<file path="src/rtl/scan_chain_loader_if.sv">
// rtl/scan_chain_loader_if.sv - configuration word valid/ready handshake between host and scan loader
interface scan_chain_loader_if #(
  parameter int WORD_W = 16
);
  logic              cfg_valid;
  logic [WORD_W-1:0] cfg_data;
  logic              cfg_ready;

  modport master (output cfg_valid, output cfg_data, input cfg_ready);
  modport slave  (input cfg_valid, input cfg_data, output cfg_ready);
endinterface

</file>
<file path="src/rtl/scan_chain_loader.sv">
// rtl/scan_chain_loader.sv - serialises configuration words LSB-first onto a scan chain
// Optional readback of the old chain contents: define SCAN_READBACK_EN.
module scan_chain_loader #(
  parameter int CHAIN_LEN = 64,
  parameter int WORD_W    = 16
) (
  input  logic                clk,
  input  logic                reset,
  input  logic                start,
  scan_chain_loader_if.slave  cfg,
  output logic                scan_se,
  output logic                scan_si,
  input  logic                scan_so,
  output logic                busy,
  output logic                done,
  output logic                rb_valid,
  output logic [WORD_W-1:0]   rb_data
);

  localparam int TCW = $clog2(CHAIN_LEN + 1);
  localparam int WCW = $clog2(WORD_W + 1);

  typedef enum logic [1:0] {
    S_IDLE,
    S_WAIT_WORD,
    S_SHIFT,
    S_DONE
  } state_t;

  state_t            state_q, state_d;
  logic [WORD_W-1:0] sreg_q, sreg_d;
  logic [WCW-1:0]    word_cnt_q, word_cnt_d;
  logic [TCW-1:0]    total_cnt_q, total_cnt_d;
  logic [TCW-1:0]    remaining;
  logic              cfg_ready_q, cfg_ready_d;
  logic              scan_se_q, scan_se_d;
  logic              scan_si_q, scan_si_d;
  logic              busy_q, busy_d;
  logic              done_q, done_d;
  logic              accept;

  // Word is taken only while sitting in WAIT_WORD with ready already asserted.
  assign accept = (state_q == S_WAIT_WORD) && cfg.cfg_valid && cfg_ready_q;

  // Next-state, shift register and counters; outputs are decoded from the next state so they are registered.
  always_comb begin
    state_d     = state_q;
    sreg_d      = sreg_q;
    word_cnt_d  = word_cnt_q;
    total_cnt_d = total_cnt_q;
    remaining   = TCW'(CHAIN_LEN) - total_cnt_q;
    case (state_q)
      S_IDLE: begin
        if (start) begin
          state_d     = S_WAIT_WORD;
          total_cnt_d = '0;
        end
      end
      S_WAIT_WORD: begin
        if (accept) begin
          sreg_d     = cfg.cfg_data;
          // The final word may be clipped so no bit beyond the chain is ever shifted.
          word_cnt_d = (32'(remaining) >= WORD_W) ? WCW'(WORD_W) : WCW'(remaining);
          state_d    = S_SHIFT;
        end
      end
      S_SHIFT: begin
        sreg_d      = sreg_q >> 1;
        word_cnt_d  = word_cnt_q - 1'b1;
        total_cnt_d = total_cnt_q + 1'b1;
        if (word_cnt_q == WCW'(1)) begin
          state_d = (total_cnt_q + 1'b1 == TCW'(CHAIN_LEN)) ? S_DONE : S_WAIT_WORD;
        end
      end
      S_DONE: begin
        state_d = S_IDLE;
      end
      default: begin
        state_d = S_IDLE;
      end
    endcase
    cfg_ready_d = (state_d == S_WAIT_WORD);
    scan_se_d   = (state_d == S_SHIFT);
    scan_si_d   = scan_se_d & sreg_d[0];
    busy_d      = (state_d == S_WAIT_WORD) || (state_d == S_SHIFT);
    done_d      = (state_d == S_DONE);
  end

  // State and registered outputs; reset drops scan enable immediately.
  always_ff @(posedge clk or posedge reset) begin
    if (reset) begin
      state_q     <= S_IDLE;
      sreg_q      <= '0;
      word_cnt_q  <= '0;
      total_cnt_q <= '0;
      cfg_ready_q <= 1'b0;
      scan_se_q   <= 1'b0;
      scan_si_q   <= 1'b0;
      busy_q      <= 1'b0;
      done_q      <= 1'b0;
    end else begin
      state_q     <= state_d;
      sreg_q      <= sreg_d;
      word_cnt_q  <= word_cnt_d;
      total_cnt_q <= total_cnt_d;
      cfg_ready_q <= cfg_ready_d;
      scan_se_q   <= scan_se_d;
      scan_si_q   <= scan_si_d;
      busy_q      <= busy_d;
      done_q      <= done_d;
    end
  end

  assign cfg.cfg_ready = cfg_ready_q;
  assign scan_se       = scan_se_q;
  assign scan_si       = scan_si_q;
  assign busy          = busy_q;
  assign done          = done_q;

`ifdef SCAN_READBACK_EN
  logic [WORD_W-1:0] rb_acc_q, rb_acc_d;
  logic [WORD_W-1:0] rb_data_q, rb_data_d;
  logic [WCW-1:0]    rb_idx_q, rb_idx_d;
  logic              rb_valid_q, rb_valid_d;

  // Collect the bits leaving the chain tail, i-th bit of the word into position i.
  always_comb begin
    rb_acc_d   = rb_acc_q;
    rb_data_d  = rb_data_q;
    rb_idx_d   = rb_idx_q;
    rb_valid_d = 1'b0;
    if (accept) begin
      rb_acc_d = '0;
      rb_idx_d = '0;
    end else if (state_q == S_SHIFT) begin
      rb_acc_d = rb_acc_q | (WORD_W'(scan_so) << rb_idx_q);
      rb_idx_d = rb_idx_q + 1'b1;
      if (word_cnt_q == WCW'(1)) begin
        rb_data_d  = rb_acc_d;
        rb_valid_d = 1'b1;
      end
    end
  end

  // Readback registers.
  always_ff @(posedge clk or posedge reset) begin
    if (reset) begin
      rb_acc_q   <= '0;
      rb_data_q  <= '0;
      rb_idx_q   <= '0;
      rb_valid_q <= 1'b0;
    end else begin
      rb_acc_q   <= rb_acc_d;
      rb_data_q  <= rb_data_d;
      rb_idx_q   <= rb_idx_d;
      rb_valid_q <= rb_valid_d;
    end
  end

  assign rb_valid = rb_valid_q;
  assign rb_data  = rb_data_q;
`else
  logic unused_scan_so;
  assign unused_scan_so = scan_so;
  assign rb_valid       = 1'b0;
  assign rb_data        = '0;
`endif

endmodule

</file>
<file path="src/flat_wrapper.sv">
// flat-port wrapper written by rule: the top's interface ports become plain ports
module scan_chain_loader_flat 
#(
  parameter int CHAIN_LEN = 64,
  parameter int WORD_W    = 16
)
  (clk, reset, start, scan_se, scan_si, scan_so, busy, done, rb_valid, rb_data, cfg_cfg_valid, cfg_cfg_data, cfg_cfg_ready);
  scan_chain_loader_if #(.WORD_W(WORD_W)) cfg_i ();
  input  logic clk;
  input  logic reset;
  input  logic start;
  output logic scan_se;
  output logic scan_si;
  input  logic scan_so;
  output logic busy;
  output logic done;
  output logic rb_valid;
  output logic [WORD_W-1:0] rb_data;
  input wire logic [$bits(cfg_i.cfg_valid)-1:0] cfg_cfg_valid;
  input wire logic [$bits(cfg_i.cfg_data)-1:0] cfg_cfg_data;
  output wire logic [$bits(cfg_i.cfg_ready)-1:0] cfg_cfg_ready;
  assign cfg_i.cfg_valid = cfg_cfg_valid;
  assign cfg_i.cfg_data = cfg_cfg_data;
  assign cfg_cfg_ready = cfg_i.cfg_ready;
  scan_chain_loader #(.CHAIN_LEN(CHAIN_LEN), .WORD_W(WORD_W)) u_core (.clk(clk), .reset(reset), .start(start), .cfg(cfg_i), .scan_se(scan_se), .scan_si(scan_si), .scan_so(scan_so), .busy(busy), .done(done), .rb_valid(rb_valid), .rb_data(rb_data));
endmodule
</file>
<file path="config.mk">
export PLATFORM = sky130hd
export DESIGN_NAME = scan_chain_loader_flat
export DESIGN_NICKNAME = d
export VERILOG_FILES = /design/src/rtl/scan_chain_loader_if.sv /design/src/rtl/scan_chain_loader.sv /design/src/flat_wrapper.sv
export SDC_FILE = /design/constraint.sdc
export NUM_CORES = 1
export LEC_CHECK = 0
export BUFFER_PORTS_ARGS = -buffer_cell sky130_fd_sc_hd__buf_4
export CORE_ASPECT_RATIO = 0.9
export CORE_MARGIN = 2
export CORE_UTILIZATION = 49
export CTS_CLUSTER_DIAMETER = 50
export DETAILED_ROUTE_END_ITERATION = 7
export GPL_TIMING_DRIVEN = 0
export PLACE_DENSITY = 0.75
export RECOVER_POWER = 100
export SYNTH_ARGS = -nofsm -noshare
export SYNTH_HDL_FRONTEND = slang
export SYNTH_SLANG_ARGS = --single-unit
export TNS_END_PERCENT = 10
</file>
<file path="constraint.sdc">
create_clock -name clk -period 2.1 [get_ports clk]
set_input_delay 0.21 -clock clk [delete_from_list [all_inputs] [get_ports clk]]
set_output_delay 0.21 -clock clk [all_outputs]
set_load 0.005 [all_outputs]
</file>
==> metrics.md, run 1 <==
| Metric | Value |
|---|---|
| Cells on worst reg2reg path | `9` |
| Worst-Skew Late Latency | `0.29 ns` |
| Worst slew pin tran | `1.320 ns` |
| Clk Tree Root Cell | `clkbuf_8` |
| Design Area, Final | `2577 sq um` |
| Hold Path Depth | `2` |
| Vias in the first global route | `1629` |
| Register area | `877.1 sq um` |
| Arrival @ worst endpoint | `2.33 ns` |
| Worst setup SP type | `register` |
| Final setup skew | `0.005450 ns` |
| Commonest non-fill, non-tap cell in the layout | `buf_4` |
| I/O Buffers | `24` |
| Final wirelength | `4501 um` |
| Vias | `1759` |
| Largest net degree at the start of global routing | `36` |
| RSZ-0062 raised after global routing | `true` |
| Sw Share | `0.3831` |
| Area used by multi-input combinational logic | `1119 sq um` |
| Final min period | `2.103 ns` |
| DRC viols | `0` |
| FILL cells | `352` |
| Power share of the clock group | `0.194` |
| Syn Std Cell Area | `2098 sq um` |
| First-pass GRT wire length | `7383 um` |
| Fraction of layout cells with a size suffix above 1 | `0.2645` |
| Initial Util | `0.5116` |
| VDD IR max | `0.4159 mV` |
| Clk sinks | `35` |
| Net switching power | `976.7 uW` |
| Tightest Hold Check Type | `in2reg` |
| Netlist cell types | `47` |
| Worst-path clk slew | `0.06 ns` |
| Half-perimeter wire length after detailed placement | `3049 um` |
| Period utilization | `1.002` |
| Initial antenna violation count | `0` |
| Die area | `4823 sq um` |
| Post-synthesis sequential area ratio | `0.4174` |
| Top FF cell, synth | `dfrtp_1` |
| Final WS setup | `-0.003292 ns` |
| Die span in x | `72.98 um` |
| CTS tree | `built` |
| Setup CP Type | `reg2reg` |
| Slew margin rel. | `0.1188` |
| Final core utilization | `0.6284` |
| Row cnt | `22` |
| H-tree depth | `2` |
| Clk buf depth | `2` |
| Drt wl/cell | `13.89 um` |
| Register bit count reported by yosys | `35` |
| Combinational Power Share | `0.418` |
| Final ANT Viol Nets | `0` |
| Post-synthesis area per instance | `9.243 sq um` |
| CTS Buf Count | `5` |
| Starting DRT DRC Count | `126` |
| Placement Cell Area | `2399 sq um` |
| Final net count | `308` |
| Grt total ovfl | `0` |
| Mapped Cells | `227` |
| Leakage | `0.001189 uW` |
| Max-cap viol count | `0` |
| Critical path required time | `2.33 ns` |
| Diodes inserted | `0` |
| Die Ht | `66.08 um` |
| Final Setup Violations | `1` |
| Drt pass-1 iters | `4` |
| Max Fclk | `475.4 MHz` |
| Commonest non-fill, non-tap cells in the layout | `buf_4 (40), dfrtp_1 (34), nand2_1 (25), o21ai_0 (24), conb_1 (17)` |
| Placer congestion estimate | `0.9002` |
| Failing checks | `negative setup slack` |
| Area delta synth->final | `22.84%` |
| Pint | `1573 uW` |
| Post-DR vias/cell | `5.429` |
| CP max FO | `10` |
| Crit end category | `register` |
| Number of synthesized flops with an enable pin | `0` |
| Fin. max-slew vios | `0` |
| Total track usage | `0.2001` |
| Reg power frac | `0.389` |
| IO Count | `43` |
| PwrDens | `989.3 nW/um^2` |
| Async SR Flop Fraction | `1.000` |
| Hold Fails Final Rpt | `0` |
| Warnings from Yosys | `0` |
| Core footprint | `4101 sq um` |
| Outcome | `complete, but fails checks` |
==> power by group through the flow <==
stage                     Clock [uW]  Combinational (uW)  Sequential [uW]
after detailed placement           0                 961              989
after global placement             0                 950              985
after floorplan                    0                 715              961
after CTS                        510                 988              979
after global routing             539                1200             1010
final                            494                1060              991
==> synthesized netlist by cell type, types with 2 or more instances <==
| cell type | instances | area, sq um |
|---|---|---|
| o21a_1 | 3 | 22.52 |
| o31ai_1 | 2 | 15.01 |
| nor3b_1 | 2 | 15.01 |
| nor2_1 | 7 | 26.28 |
| nand2_1 | 25 | 93.84 |
| buf_2 | 4 | 20.02 |
| a21oi_1 | 3 | 15.01 |
| a32o_1 | 2 | 20.02 |
| and3_1 | 3 | 18.77 |
| xnor2_1 | 3 | 26.28 |
| dfrtp_1 | 35 | 875.8 |
| nand3_1 | 4 | 20.02 |
| nor3_1 | 5 | 25.02 |
| a22oi_1 | 14 | 105.1 |
| a22o_1 | 4 | 35.03 |
| buf_4 | 18 | 135.1 |
| nand2b_1 | 7 | 43.79 |
| inv_1 | 11 | 41.29 |
| clkbuf_1 | 8 | 30.03 |
| ha_1 | 11 | 137.6 |
| a31oi_1 | 5 | 31.28 |
| mux2i_1 | 3 | 30.03 |
| o21ai_0 | 24 | 120.1 |
==> registers in the layout, summed over array words and instances, names as in the netlist <==
| name | cells |
|---|---|
| u_core.cfg.cfg_ready | 1 |
| u_core.sreg_q | 16 |
| u_core.state_q | 2 |
| u_core.done | 1 |
| u_core.scan_si | 1 |
| u_core.scan_se | 1 |
| u_core.busy | 1 |
| u_core.total_cnt_q | 7 |
| u_core.word_cnt_q | 5 |
==> worst paths after layout <==
kind / from / to / slack [ns]
worst min-delay path: cfg_cfg_data[15] / u_core.sreg_q[15]$_DFFE_PP0P_ / 0.20
min in group asynchronous: reset / u_core.done$_DFF_PP0_ / 0.30
max in group asynchronous: reset / u_core.total_cnt_q[0]$_DFFE_PP0P_ / 0.93
worst max register to register: u_core.state_q[1]$_DFF_PP0_ / u_core.busy$_DFF_PP0_ / -0.003
worst min register to register: u_core.sreg_q[3]$_DFFE_PP0P_ / u_core.sreg_q[3]$_DFFE_PP0P_ / 0.48
worst max-delay path: u_core.state_q[1]$_DFF_PP0_ / u_core.busy$_DFF_PP0_ / -0.003
==> through the flow <==
step	std cells	hold WS, ns	power [uW]	setup slack, ns	TNS, ns
after floorplan	243	0.3643	1676	0.07126	0
after global placement	315	0.4606	1935	-0.1393	-0.4796
after global routing	324	0.1921	2755	-0.1210	-0.4793
final	324	0.2003	2550	-0.003292	-0.003292
after CTS	322	0.1915	2477	0.0002767	0
after detailed placement	315	0.4711	1950	-0.1509	-0.5792
==> worst max-delay path, stage by stage, from the launching register on <==
cell	delay (ns)
dfrtp_1	0.42
inv_1	0.14
ha_2	0.23
and3_1	0.22
buf_4	0.21
nor2_1	0.05
o32a_1	0.33
o31ai_4	0.09
ha_2	0.31
inv_1	0.05
==> layout make-up <==
type / count / share of cell area
tap: 48 / 0.02330
multi-input combinational: 166 / 0.4340
buffer: 30 / 0.07379
clock inverter: 1 / 0.001942
inverter: 11 / 0.01602
timing repair buffer: 27 / 0.07864
sequential: 35 / 0.3403
clock buffer: 6 / 0.03204
==> cells by family (layout without fill, tap and decap cells) <==
logic type,count (synthesis),after routing,synth area share
AO/OA/AOI/OAI,70,70,0.2284
AND/OR/NAND/NOR,61,61,0.1461
multiplexers,3,3,0.01431
other,1,17,0.001787
flip-flops,35,35,0.4174
XOR/XNOR,4,4,0.01670
adder cells (fa/ha/maj),11,11,0.06559
buffers and inverters,42,75,0.1097
==> routing by layer <==
metal,global-route usage,vias up,wire (um)
li1,-,869,-
met1,0.2529,843,2053
met2,0.3345,42,2191
met3,0.04573,5,198
met4,0.06944,0,56
met5,0,-,0
==> repair_timing <==
item                       4_1_cts  5_1_grt
setup buffers                    1        2
hold buffers                     0        0
pin swaps                        2        2
setup endpoints to repair        6       19
gates resized for setup          3       18
No activity file was read; power rests on OpenSTA's default activity.
==> inputs of run 2 (changes only) <==
GPL_TIMING_DRIVEN = 1   (was 0)
==> metrics.md, run 2 (synthesis gave the netlist of run 1 again) <==
| Metric | Value |
|---|---|
| CP max FO | `3 (-7)` |
| Final net count | `288 (-6.5%)` |
| Setup CP Type | `reg2reg` |
| Final Setup Violations | `1 (unchanged)` |
| Hold Fails Final Rpt | `0 (unchanged)` |
| Failing checks | `negative setup slack` |
| PwrDens | `1028 nW/um^2 (+3.9%)` |
| Worst slew pin tran | `0.8428 ns (-0.4776 ns)` |
| Post-DR vias/cell | `5.626 (+3.6%)` |
| First-pass GRT wire length | `7396 um (+0.18%)` |
| Clk Tree Root Cell | `clkbuf_8` |
| Commonest non-fill, non-tap cell in the layout | `dfrtp_1` |
| Arrival @ worst endpoint | `2.34 ns (about the same)` |
| IO Count | `43 (unchanged)` |
| Leakage | `0.001102 uW (-7.3%)` |
| Placer congestion estimate | `0.8455 (-6.1%)` |
| Starting DRT DRC Count | `132 (+4.8%)` |
| Period utilization | `1.004 (+0.002760)` |
| Die Ht | `66.08 um (unchanged)` |
| Postcts setup bufs | `0 (-1)` |
| Worst-Skew Late Latency | `0.29 ns (about the same)` |
| Clk sinks | `35 (unchanged)` |
| Reg2reg setup slack | `-0.009 ns (about the same)` |
| Worst-path clk slew | `0.07 ns (about the same)` |
| Non-Filler Instances | `305 (-5.9%)` |
| Critical path required time | `2.33 ns (about the same)` |
| Reg-to-Reg End | `u_core.busy$_DFF_PP0_` |
| DRC viols | `0 (unchanged)` |
| Final core utilization | `0.5918 (-0.03661)` |
| Drt wl/cell | `14.34 um (+3.2%)` |
| Die span in x | `72.98 um (unchanged)` |
| Placed cells | `297 (-5.7%)` |
| Initial Util | `0.5116 (unchanged)` |
| H-tree depth | `2 (unchanged)` |
| Final ANT Viol Nets | `0 (unchanged)` |
| Max-cap viol count | `0 (unchanged)` |
| Final wirelength | `4374 um (-2.8%)` |
| Total track usage | `0.2016 (+0.001486)` |
| Initial antenna violation count | `0 (unchanged)` |
| Fraction of layout cells with a size suffix above 1 | `0.2062 (-0.05827)` |
| Commonest non-fill, non-tap cells in the layout | `dfrtp_1 (35), buf_4 (28), nand2_1 (25), o21ai_0 (24), conb_1 (17)` |
| Final setup skew | `0.007165 ns (+0.001715 ns)` |
| Largest net degree at the start of global routing | `36 (unchanged)` |
| Max Fclk | `474.1 MHz (-0.27%)` |
| Top flop regs | `u_core.sreg_q x16, u_core.total_cnt_q x7, u_core.word_cnt_q x5` |
| Cells on worst reg2reg path | `8 (-1)` |
| Tightest Hold Check Type | `in2async` |
| Die area | `4823 sq um (unchanged)` |
| Diodes inserted | `0 (unchanged)` |
| Drt pass-1 iters | `4 (unchanged)` |
| CTS tree | `built` |
| Hold buffers post-CTS | `0 (unchanged)` |
| Grt total ovfl | `0 (unchanged)` |
| I/O Buffers | `24 (unchanged)` |
| Final WS setup | `-0.009088 ns (-0.005796 ns)` |
| VDD IR max | `0.3316 mV (-20%)` |
| Crit end category | `register` |
| Largest Register | `u_core.sreg_q` |
| Design Area, Final | `2427 sq um (-5.8%)` |
| Worst setup SP type | `register` |
| Core footprint | `4101 sq um (unchanged)` |
| Row cnt | `22 (unchanged)` |
| Half-perimeter wire length after detailed placement | `2964 um (-2.8%)` |
| Vias | `1716 (-2.4%)` |
| Area delta synth->final | `15.68%` |
| Placement Cell Area | `2307 sq um (-3.8%)` |
| CTS Buf Count | `5 (unchanged)` |
| Number of flip-flops in the largest register | `16 (unchanged)` |
| Outcome | `complete, but fails checks` |
| FF-to-FF Start | `u_core.word_cnt_q[1]$_DFFE_PP0P_` |
| RSZ-0062 raised after global routing | `true` |
| Clk buf depth | `2 (unchanged)` |
| Slew margin rel. | `0.4381 (+0.3193)` |
| Fin. max-slew vios | `0 (unchanged)` |
| Final min period | `2.109 ns (+0.005796 ns)` |
| Vias in the first global route | `1647 (+1.1%)` |
run 2: worst max-delay path, stage by stage, from the launching register on:
cell     delay [ns]
dfrtp_1        0.39
inv_2          0.08
ha_4           0.11
or4b_4         0.46
and3b_1        0.22
nand4_1        0.14
o31ai_4        0.28
ha_2           0.31
inv_1          0.05
run 2: what timing repair did:
item | 4_1_cts | 5_1_grt
endpoints found under the hold margin | 0 | 0
setup endpoints to repair | 2 | 25
resized for setup | 1 | 9
pin swaps | 0 | 3
run 2: through the flow:
step / setup TNS, ns / hold slack, ns / total power [uW] / setup slack, ns
4_1_cts: 0 / 0.04108 / 2470 / 0.02230
5_1_grt: -0.1971 / 0.1795 / 2705 / -0.09393
3_5_place_dp: -0.05139 / 0.3508 / 1984 / -0.02836
3_3_place_gp: 0 / 0.3427 / 1958 / 0.01350
2_1_floorplan: 0 / 0.3643 / 1676 / 0.07126
6_report: -0.009088 / 0.1742 / 2496 / -0.009088
run 2: routing by layer:
| layer | wire length (um) | vias to the layer above | global-route usage | share of wire |
|---|---|---|---|---|
| li1 | - | 832 | - | - |
| met1 | 1947 | 828 | 0.2582 | 0.45 |
| met2 | 2114 | 50 | 0.3063 | 0.48 |
| met3 | 246 | 6 | 0.05945 | 0.056 |
| met4 | 65 | 0 | 0.1042 | 0.015 |
| met5 | 0 | - | 0 | 0 |
run 2: area by class of cell:
| type | count | area, sq um |
|---|---|---|
| Timing Repair Buffer | 37 | 269.0 |
| Fill cell | 353 | 1674 |
| Clock inverter | 1 | 5.005 |
| Clock buffer | 7 | 76.32 |
| Multi-Input combinational cell | 166 | 1100 |
| Tap cell | 48 | 60.06 |
| Sequential cell | 35 | 875.8 |
| Inverter | 11 | 41.29 |
run 2: worst max path at each step:
stage | start | to | slack (ns) | cells past startpoint
floorplan | u_core.word_cnt_q[1]$_DFFE_PP0P_ | u_core.busy$_DFF_PP0_ | 0.07 | 8
finish | u_core.word_cnt_q[1]$_DFFE_PP0P_ | u_core.busy$_DFF_PP0_ | -0.009 | 8
global route | u_core.word_cnt_q[1]$_DFFE_PP0P_ | u_core.busy$_DFF_PP0_ | -0.09 | 8
detailed placement | u_core.word_cnt_q[1]$_DFFE_PP0P_ | u_core.busy$_DFF_PP0_ | -0.03 | 8
global placement | u_core.word_cnt_q[1]$_DFFE_PP0P_ | u_core.busy$_DFF_PP0_ | 0.01 | 8
CTS | u_core.word_cnt_q[1]$_DFFE_PP0P_ | u_core.busy$_DFF_PP0_ | 0.02 | 8
run 2: where the power goes:
part / leakage [uW] / internal [uW] / switching, uW
clock network: 0.0000422 / 232 / 235
logic: 0.000586 / 437 / 606
registers: 0.000474 / 853 / 133
total: 0.00110 / 1520 / 974
